$ cat config.mk
export PLATFORM = sky130hd
export DESIGN_NAME = sap_control_sequencer
export DESIGN_NICKNAME = d
export VERILOG_FILES = /design/src/rtl/sap_pkg.sv /design/src/rtl/sap_microcode_decode.sv /design/src/rtl/sap_control_sequencer.sv
export SDC_FILE = /design/constraint.sdc
export NUM_CORES = 1
export LEC_CHECK = 0
export ABC_AREA = 1
export BUFFER_PORTS_ARGS = -buffer_cell sky130_fd_sc_hd__buf_2
export CAP_MARGIN = 20
export CORE_UTILIZATION = 25
export DETAILED_ROUTE_END_ITERATION = 8
export PLACE_DENSITY = 0.49
export SLEW_MARGIN = 10
export SYNTH_ARGS = -nofsm -noshare
export SYNTH_HDL_FRONTEND = slang
export SYNTH_SLANG_ARGS = --single-unit
$ cat constraint.sdc
create_clock -name clk -period 1.84 [get_ports clk]
set_clock_uncertainty 0.1 [all_clocks]
set_input_delay 0.092 -clock clk [delete_from_list [all_inputs] [get_ports clk]]
set_output_delay 0.092 -clock clk [all_outputs]
set_load 0.02 [all_outputs]
$ cat src/rtl/sap_pkg.sv
// Shared definitions for the SAP control sequencer: opcodes, one-hot T-states
// and control-word bit positions.
package sap_pkg;

  typedef enum logic [3:0] {
    OP_LDA = 4'h0,
    OP_ADD = 4'h1,
    OP_SUB = 4'h2,
    OP_JMP = 4'h3,
    OP_JC  = 4'h4,
    OP_JZ  = 4'h5,
    OP_OUT = 4'hE,
    OP_HLT = 4'hF
  } opcode_e;

  typedef enum logic [5:0] {
    T1 = 6'b000001,
    T2 = 6'b000010,
    T3 = 6'b000100,
    T4 = 6'b001000,
    T5 = 6'b010000,
    T6 = 6'b100000
  } tstate_e;

  localparam int CW_CP  = 0;
  localparam int CW_EP  = 1;
  localparam int CW_LP  = 2;
  localparam int CW_MI  = 3;
  localparam int CW_RO  = 4;
  localparam int CW_II  = 5;
  localparam int CW_IO  = 6;
  localparam int CW_AI  = 7;
  localparam int CW_AO  = 8;
  localparam int CW_BI  = 9;
  localparam int CW_EO  = 10;
  localparam int CW_SU  = 11;
  localparam int CW_FI  = 12;
  localparam int CW_OI  = 13;
  localparam int CW_HLT = 14;
  localparam int CW_W   = 15;

  typedef logic [CW_W-1:0] cw_t;

endpackage

$ cat src/rtl/sap_microcode_decode.sv
// Combinational microcode: T-state, opcode and flags to control word, plus a
// flag marking the instruction's final active T-state.
module sap_microcode_decode
  import sap_pkg::*;
(
  input  tstate_e    t_state,
  input  logic [3:0] opcode,
  input  logic       flag_c,
  input  logic       flag_z,
  output cw_t        cw,
  output logic       last
);

  always_comb begin
    cw   = '0;
    last = 1'b0;
    case (t_state)
      T1: begin
        cw[CW_EP] = 1'b1;
        cw[CW_MI] = 1'b1;
      end
      T2: cw[CW_CP] = 1'b1;
      T3: begin
        cw[CW_RO] = 1'b1;
        cw[CW_II] = 1'b1;
      end
      T4: begin
        case (opcode)
          OP_LDA, OP_ADD, OP_SUB: begin
            cw[CW_IO] = 1'b1;
            cw[CW_MI] = 1'b1;
          end
          OP_OUT: begin
            cw[CW_AO] = 1'b1;
            cw[CW_OI] = 1'b1;
            last      = 1'b1;
          end
          OP_JMP: begin
            cw[CW_IO] = 1'b1;
            cw[CW_LP] = 1'b1;
            last      = 1'b1;
          end
          OP_JC: begin
            cw[CW_IO] = 1'b1;
            cw[CW_LP] = flag_c;
            last      = 1'b1;
          end
          OP_JZ: begin
            cw[CW_IO] = 1'b1;
            cw[CW_LP] = flag_z;
            last      = 1'b1;
          end
          // HLT is not "last": the top freezes the ring here instead.
          OP_HLT:  cw[CW_HLT] = 1'b1;
          default: last = 1'b1;
        endcase
      end
      T5: begin
        case (opcode)
          OP_LDA: begin
            cw[CW_RO] = 1'b1;
            cw[CW_AI] = 1'b1;
            last      = 1'b1;
          end
          OP_ADD, OP_SUB: begin
            cw[CW_RO] = 1'b1;
            cw[CW_BI] = 1'b1;
          end
          default: ;
        endcase
      end
      T6: begin
        last = 1'b1;
        if (opcode == OP_ADD || opcode == OP_SUB) begin
          cw[CW_EO] = 1'b1;
          cw[CW_AI] = 1'b1;
          cw[CW_FI] = 1'b1;
          cw[CW_SU] = (opcode == OP_SUB);
        end
      end
      default: ;
    endcase
  end

endmodule

$ cat src/rtl/sap_control_sequencer.sv
// SAP CPU control sequencer: one-hot T-state ring, halt latch, run/reset
// gating of the microcode control word.
module sap_control_sequencer
  import sap_pkg::*;
#(
  parameter bit EARLY_END = 1'b1
) (
  input  logic       clk,
  input  logic       rst_n,
  input  logic       run,
  input  logic [3:0] opcode,
  input  logic       flag_c,
  input  logic       flag_z,
  output logic       cp,
  output logic       ep,
  output logic       lp,
  output logic       mi,
  output logic       ro,
  output logic       ii,
  output logic       io,
  output logic       ai,
  output logic       ao,
  output logic       bi,
  output logic       eo,
  output logic       su,
  output logic       fi,
  output logic       oi,
  output logic       hlt,
  output logic [5:0] t_state
);

  tstate_e t_state_q, t_state_d;
  logic    halt_q, halt_d;
  cw_t     cw_dec, cw_out;
  logic    last;
  logic    halting;

  sap_microcode_decode u_decode (
    .t_state (t_state_q),
    .opcode  (opcode),
    .flag_c  (flag_c),
    .flag_z  (flag_z),
    .cw      (cw_dec),
    .last    (last)
  );

  assign halting = (t_state_q == T4) && (opcode == OP_HLT);

  always_comb begin
    t_state_d = t_state_q;
    halt_d    = halt_q;
    if (run && !halt_q) begin
      if (halting) begin
        halt_d = 1'b1;
      end else if (EARLY_END && last) begin
        t_state_d = T1;
      end else begin
        case (t_state_q)
          T1:      t_state_d = T2;
          T2:      t_state_d = T3;
          T3:      t_state_d = T4;
          T4:      t_state_d = T5;
          T5:      t_state_d = T6;
          default: t_state_d = T1;
        endcase
      end
    end
  end

  always_ff @(posedge clk or negedge rst_n) begin
    if (!rst_n) begin
      t_state_q <= T1;
      halt_q    <= 1'b0;
    end else begin
      t_state_q <= t_state_d;
      halt_q    <= halt_d;
    end
  end

  // Reset gating is combinational so strobes drop the moment rst_n falls.
  always_comb begin
    cw_out = '0;
    if (rst_n && run) begin
      if (halt_q) cw_out[CW_HLT] = 1'b1;
      else        cw_out = cw_dec;
    end
  end

  assign cp      = cw_out[CW_CP];
  assign ep      = cw_out[CW_EP];
  assign lp      = cw_out[CW_LP];
  assign mi      = cw_out[CW_MI];
  assign ro      = cw_out[CW_RO];
  assign ii      = cw_out[CW_II];
  assign io      = cw_out[CW_IO];
  assign ai      = cw_out[CW_AI];
  assign ao      = cw_out[CW_AO];
  assign bi      = cw_out[CW_BI];
  assign eo      = cw_out[CW_EO];
  assign su      = cw_out[CW_SU];
  assign fi      = cw_out[CW_FI];
  assign oi      = cw_out[CW_OI];
  assign hlt     = cw_out[CW_HLT];
  assign t_state = t_state_q;

endmodule

==> results.cfg, run 1 <==
[outcome]
outcome = complete, no violations

[layout]
layout.cells.non_filler = 169
drive_gt1_frac = 0.3759
final_nets = 151
area_growth_syn_to_layout_pct = 44.93
diodes = 0

[power]
p_leak_uw = 0.0005004
irDropWorstVdd_mv = 0.6725
power_density_nw_per_um2 = 953.4

[route]
drt_iter0_drc = 11
wl_um = 1629
firstDrtPassIters = 4
wl_per_cell_um = 9.639
drc_errors = 0
viasPerCell = 4.456
routed-via-count = 753
ant_nets = 0

[worst_setup_path]
cp.required_ns = 1.65
cp_cell_sequence = nor2_4 > nand3_2 > or2_4 > nor3_4 > buf_6
worstPathMaxFanout = 5
crit_slowest_cell = dfrtp_2
start_kind = flip-flop
path_class = reg2out
critPathArrivalTime_ns = 1.56
crit_path_end_kind = output port
max_stage_delay_ns = 0.44

[grt]
grt_pass1_vias = 642
grt.total_usage = 0.1224
grt_max_degree = 10
grt_pass1_wl_um = 2484
antenna_found_initial = 0
gr-total-overflow = 0

[sta]
fmax_mhz = 571.2
setup_violations = 0
period_needed_ns = 1.751
grt_setup_unrepaired = true
maxSlewHeadroom = 0.8335
period_share = 0.9515
slew_violations = 0
hold_ws_ns = 0.1258
tightest_slew_ns = 0.2479
hold_viol = 0

[cts]
insertion_delay_ns = 0.24
cts_sinks = 7
clock-root-buffer = clkbuf_4
clockBufferDepth = 2
cts_tree = done
htree_levels = 1
cts_buffers = 3
clkSlewWorstSetupHoldPaths_ns = 0.05

[floorplan]
initial_utilization = 0.2740
die_w_um = 52.18
num_rows = 17
design.core.area_sq_um = 2297
io_pins = 30
die_h_um = 52.18
dieArea_sq_um = 2722

[logic_synthesis]
ys_ff_latch = 7
yosysWarnings = 0
netlist_area_sq_um = 629.4
ys_types = 19
syn_avg_cell_area_sq_um = 5.994
yosysSeqAreaShare = 0.2803
postSynthNetCount = 114
synth_cells = 105

[place]
place.gp.congestion = 0.7163
numPortBuffers = 29
hpwl_um = 1367
numPlacedInstances = 161

[min_path]
hp-class = in2reg

[job]
maxCapViolCount = 0
-- per-layer routing --
| layer | up-vias | share of wire | GRT usage |
|---|---|---|---|
| li1 | 401 | - | - |
| met1 | 323 | 0.45 | 0.1444 |
| met2 | 27 | 0.48 | 0.2158 |
| met3 | 2 | 0.068 | 0.01159 |
| met4 | 0 | 0.0068 | 0.06579 |
| met5 | - | 0 | 0 |
-- logic make-up (layout without fill, tap and decap cells) --
family,count (synthesis),count (layout),synth area share
AND/OR/NAND/NOR,71,71,0.5010
buffers and inverters,15,51,0.1054
AO/OA/AOI/OAI,12,12,0.1133
flip-flops,7,7,0.2803
-- what timing repair did --
action,CTS,global route
hold buffers,1,0
pin swaps,0,2
endpoints found under the setup margin,2,6
hold endpoints to repair,7,0
gates resized for setup,1,12
buffers inserted,0,3
-- placed cells by master, fill, tap and decap left out --
master,count
nand3_2,1
nor4_1,1
nor3_1,2
clkbuf_4,3
o21ai_0,5
or2_4,1
buf_2,27
dfrtp_1,4
clkbuf_1,1
nand2_1,33
dfstp_2,1
nor2_1,17
nor2_2,4
nor2_4,3
nand3_4,1
dlygate4sd3_1,1
a21oi_1,3
o21ai_1,3
or2_2,1
nor3_4,1
a21oi_4,1
inv_4,1
buf_4,4
inv_1,12
nand3_1,6
dfrtp_2,2
buf_6,2
-- Yosys cell counts --
cell | n | area (sq um)
a21oi_1 | 3 | 15.01
a21oi_4 | 1 | 16.27
buf_4 | 2 | 15.01
dfrtp_1 | 6 | 150.1
dfstp_2 | 1 | 26.28
inv_1 | 12 | 45.04
inv_4 | 1 | 6.260
nand2_1 | 33 | 123.9
nand3_1 | 8 | 40.04
nor2_1 | 17 | 63.81
nor2_2 | 6 | 37.54
nor2_4 | 1 | 11.26
nor3_1 | 2 | 10.01
nor3_2 | 1 | 10.01
nor4_1 | 1 | 6.260
o21ai_0 | 5 | 25.02
o21ai_1 | 3 | 15.01
or2_1 | 1 | 6.260
or2_2 | 1 | 6.260
-- flip-flops by register name, summed over array words and instances (netlist names) --
signal,flops
t_state,6
halt_q,1
-- final cells by class --
cell class	count	area (sq um)
Fill cell	273	1385
Multi-Input combinational cell	83	422.9
Timing Repair Buffer	34	197.7
Sequential cell	7	178.9
Inverter	13	51.30
Tap cell	28	35.03
Clock buffer	4	26.28
-- through the flow --
stage          total power [uW]  setup WS [ns]  setup TNS [ns]    util  instance area, sq um
2_1_floorplan             567.4        0.08385               0       -                 629.4
3_3_place_gp              691.3         0.3316               0  0.3491                 802.0
3_5_place_dp              688.3         0.2631               0  0.3491                 802.0
4_1_cts                   832.2        0.01412               0  0.3671                 843.3
5_1_grt                   937.4      -0.008223        -0.01134  0.3971                 912.1
6_report                  869.6        0.08924               0  0.3971                 912.1
-- worst max-delay path, delay by kind of cell (launching register included) --
kind	cells	cell delay, ns
and+or+nand+nor	4	0.73
buffers and inverters	1	0.14
DFF	1	0.44
-- report_power, final --
part / total, uW / internal [uW] / switching, uW
sequential: 266 / 205 / 61.3
combinational: 470 / 163 / 307
clock: 133 / 82.4 / 50.6
-- path summary, 6_finish.rpt --
kind	slack [ns]	from	end	cells past startpoint
max	0.09	t_state[1]	ao	5
min	0.13	run	halt_q	3
max reg2reg	0.37	t_state[4]	t_state[0]	10
min reg2reg	0.41	t_state[0]	t_state[0]	2
max in group asynchronous	1.22	rst_n	t_state[0]	3
min in group asynchronous	0.22	rst_n	t_state[4]	3
Note: power is estimated with default switching activity, not from simulation.
==> run 2, diff against run 1 <==
Settings changed: RECOVER_POWER set to 25.
==> run 2 against run 1 <==
- wire length decreased by 0.12%
- utilization down 0.16 points
- global-route usage unchanged
- non-clock buffer count unchanged
- hold slack about the same
- clock power about the same
- first-iteration DRC count stayed put
- flip-flop and latch count stayed put
- register-to-register slack is essentially flat
- sequential power about the same
- cell count did not move
- critical path type unchanged
==> results.cfg, run 2 (synthesis results as in run 1) <==
[power]
p_leak_uw = 0.0004968
irDropWorstVdd_mv = 0.6726
power_density_nw_per_um2 = 955.9

[sta]
period_share = 0.9514
fmax_mhz = 571.2
maxSlewHeadroom = 0.7354
grt_setup_unrepaired = true
period_needed_ns = 1.751
hold_viol = 0
fin_setup_tns_ns = 0
setup_violations = 0
hold_ws_ns = 0.1262
tightest_slew_ns = 0.3970
slew_violations = 0

[worst_setup_path]
reg2reg_from = t_state[4]
cp_cell_sequence = nor2_4 > nand3_2 > or2_4 > nor3_4 > buf_6
crit_path_end_kind = output port
worstPathMaxFanout = 5
path_buf_inv = 1
crit_family = simple AND/OR/NAND/NOR gates
cp.required_ns = 1.65
critPathArrivalTime_ns = 1.56
crit_slowest_cell = dfrtp_2
start_kind = flip-flop
path_class = reg2out
max_stage_delay_ns = 0.44
cp-startpoint = t_state[1]
r2r_slack_ns = 0.37

[place]
numPortBuffers = 29
hpwl_um = 1367
place.gp.congestion = 0.7163
numPlacedInstances = 161
place_area_sq_um = 802.0

[cts]
insertion_delay_ns = 0.24
clkSlewWorstSetupHoldPaths_ns = 0.05
cts_tree = done
clock-root-buffer = clkbuf_4
htree_levels = 1
cts_sinks = 7
clockBufferDepth = 2
cts_buffers = 3

[route]
firstDrtPassIters = 4
drt_iter0_drc = 11
drc_errors = 0
ant_nets = 0
dr.max_layer_used = met4
dr_wl_met2_um = 777
wl_per_cell_um = 9.627
routed-via-count = 754
wl_um = 1627
wl_met3_um = 110
viasPerCell = 4.462
wl_met1_um = 728

[layout]
final_area_sq_um = 908.4
utilization = 0.3954
final_cell_mix = 33 x nand2_1, 27 x buf_2, 17 x nor2_1
final_common_cell = nand2_1
final_nets = 151
area_growth_syn_to_layout_pct = 44.33
diodes = 0
largest_reg_flops = 6
layout.cells.non_filler = 169
drive_gt1_frac = 0.3688

[floorplan]
initial_utilization = 0.2740
die_h_um = 52.18
num_rows = 17
die_w_um = 52.18
io_pins = 30
dieArea_sq_um = 2722
design.core.area_sq_um = 2297

[grt]
grt_max_degree = 10
grt.total_usage = 0.1224
gr-total-overflow = 0
antenna_found_initial = 0
grt_pass1_vias = 642
grt_pass1_wl_um = 2484

[outcome]
outcome = complete, no violations

[job]
maxCapViolCount = 0

[min_path]
hp-class = in2reg
hold_start = run
run 2: cell count changes in the layout (fill, tap and decap cells not counted), sizes merged:
cell / change
buf: -1
clkbuf: +1
run 2: cell type report:
type / count / area [sq um]
fill: 275 / 1389
sequential: 7 / 178.9
multi-input combinational: 83 / 422.9
tap: 28 / 35.03
inverter: 13 / 51.30
clock buffer: 4 / 26.28
timing repair buffer: 34 / 193.9
run 2: worst paths after layout:
| path | endpoint | depth (start not counted) |
|---|---|---|
| max in group asynchronous | t_state[0] | 3 |
| max | ao | 5 |
| max reg2reg | t_state[0] | 10 |
| min in group asynchronous | halt_q | 3 |
| min reg2reg | t_state[0] | 2 |
| min | halt_q | 3 |
run 2: tightest hold or removal path, delay by kind of cell:
family                 cells  cell delay (ns)
and+or+nand+nor            1             0.12
buffers and inverters      1             0.12
AOI/OAI and AO/OA          1             0.08
run 2: what timing repair did:
action                                  CTS  global route
pin swaps                                 0             2
buffers inserted                          0             3
gates resized for setup                   1            12
endpoints found under the hold margin     7             0
hold buffers                              1             0
endpoints found under the setup margin    2             6
run 2: metal layers:
| layer | global-route usage | vias to the layer above |
|---|---|---|
| met4 | 0.06579 | 0 |
| li1 | - | 402 |
| met5 | 0 | - |
| met3 | 0.01159 | 2 |
| met2 | 0.2158 | 27 |
| met1 | 0.1444 | 323 |
run 2: where the power goes:
part           total (uW)  internal, uW  switching, uW  leakage, uW
logic                 469           162            307     0.000392
clock network         133          82.4           50.3    0.0000150
registers             267           205           61.3    0.0000896
total                 868           450            418     0.000497
run 2: through the flow:
step,setup slack (ns),power [uW]
after floorplan,0.08385,567.4
after global placement,0.3316,691.3
after detailed placement,0.2631,688.3
after CTS,0.01412,832.2
after global routing,-0.008223,936.4
final,0.08938,868.3
==> run 3, diff against run 2 <==
Settings changed: BUFFER_PORTS_ARGS -buffer_cell sky130_fd_sc_hd__buf_2 to -buffer_cell sky130_fd_sc_hd__clkbuf_2.
Clock period 1.84 ns to 1.7 ns, I/O delays scaled along.
==> run 3 against run 2 <==
- the run now ends with setup timing left
- die area stayed put
- first-iteration DRC count is 9.1% higher
- non-clock buffer count grew 4
- count of clock-buffer cells in the layout unchanged
- critical path depth unchanged
- register-to-register slack got worse by 0.23 ns
- total power is 17% higher
- flip-flop and latch count did not move
- combinational power up 24%
- sequential share of layout area down 1.2 points
- critical path type unchanged
- critical endpoint is now oi
- largest cell class unchanged
==> results.cfg, run 3 (synthesis results as in run 1) <==
[place]
place.gp.congestion = 0.7562
pre_cts_slack_ns = 0.1556
hpwl_um = 1388
numPortBuffers = 29
place_area_sq_um = 815.8

[min_path]
hold_end = halt_q
holdPathStages = 3
hold_start = run
hp-class = in2reg

[layout]
final_nets = 155
final_cell_mix = 32 x nand2_1, 18 x clkbuf_2, 16 x nor2_1
largest_reg_flops = 6
utilization = 0.4270
area_growth_syn_to_layout_pct = 55.86
final_area_sq_um = 980.9
diodes = 0
drive_gt1_frac = 0.4276
final_common_cell = nand2_1

[floorplan]
initial_utilization = 0.2740
dieArea_sq_um = 2722
num_rows = 17
design.core.area_sq_um = 2297
io_pins = 30
die_w_um = 52.18
die_h_um = 52.18

[worst_setup_path]
start_kind = flip-flop
worstPathMaxFanout = 5
critPathArrivalTime_ns = 1.52
crit_path_end_kind = output port
path_class = reg2out
r2r_slack_ns = 0.14
regToRegEndpoint = t_state[3]
cp.required_ns = 1.51
ff2ff_path_depth = 8
cp-startpoint = t_state[4]
reg2reg_from = t_state[0]

[grt]
gr-total-overflow = 0
grt.total_usage = 0.1358
grt_max_degree = 9
grt_pass1_vias = 679
antenna_found_initial = 0
grt_pass1_wl_um = 2739

[job]
maxCapViolCount = 0

[sta]
slew_violations = 0
period_needed_ns = 1.700
fmax_mhz = 588.2
hold_ws_ns = 0.1290
tightest_slew_ns = 0.2670
hold_viol = 0
maxSlewHeadroom = 0.8206
setup_ws_ns = -0.0002037
grt_setup_unrepaired = true
period_share = 1.000
setup_violations = 1

[route]
drt_iter0_drc = 12
firstDrtPassIters = 4
viasPerCell = 4.486
routed-via-count = 776
ant_nets = 0
drc_errors = 0
wl_um = 1751
wl_per_cell_um = 10.12

[cts]
clockBufferDepth = 2
cts_buffers = 3
clkSlewWorstSetupHoldPaths_ns = 0.05
cts_sinks = 7
clock-root-buffer = clkbuf_4
htree_levels = 1
cts_tree = done
insertion_delay_ns = 0.24

[power]
p_leak_uw = 0.0005139
irDropWorstVdd_mv = 0.6922
power_uw = 1014
power_density_nw_per_um2 = 1034

[outcome]
violations = setup timing
outcome = finished with violations
[run 3: cell count changes in the layout (fill, tap and decap cells not counted), sizes merged]
cell,previous run,this run
clkbuf,5,24
buf,32,17
[run 3: routing by layer]
layer | GRT usage | vias up | wire length [um]
met2 | 0.2393 | 21 | 850
met4 | 0.06579 | 0 | 10
met3 | 0.008696 | 2 | 81
met1 | 0.1661 | 340 | 808
li1 | - | 413 | -
met5 | 0 | - | 0
[run 3: report_power, final]
part	leakage (uW)	internal, uW	switching [uW]
Sequential	0.0000864	225	63.0
Combinational	0.000412	205	375
Clock	0.0000150	89.3	57.0
Total	0.000514	519	495
[run 3: cell type report]
cell class	instances	area, sq um
well taps	28	35.03
repair buffers	38	237.7
flip-flops and latches	7	181.4
fillers	247	1316
inverters	13	51.30
multi-input cells	83	449.2
clock buffers	4	26.28
[run 3: critical path, cell delays in order (launching register included)]
cell	delay, ns
dfrtp_2	0.44
nor2_4	0.17
nand3_2	0.11
or2_4	0.26
nor3_4	0.13
clkbuf_8	0.17
[run 3: what timing repair did]
| action | 4_1_cts | 5_1_grt |
|---|---|---|
| buffers inserted | 2 | 4 |
| gates resized for setup | 11 | 23 |
| hold endpoints to repair | 7 | 0 |
| hold buffers | 1 | 0 |
| pin swaps | 0 | 4 |
| endpoints found under the setup margin | 6 | 14 |
[run 3: per-stage QoR]
stage | TNS (ns) | cells
detailed placement | 0 | 162
finish | -0.0002037 | 173
global placement | 0 | 162
global route | -0.5242 | 173
CTS | -0.05419 | 169
floorplan | 0 | 105
[run 3: how the worst max path moves through the flow]
stage                     depth (start not counted)  end  slack (ns)
after floorplan                                   5   oi        0.03
after global placement                            5   ao        0.18
after detailed placement                          5   ao        0.16
after CTS                                         6   ai       -0.04
after global routing                              5   oi       -0.09
final                                             5   oi     -0.0002
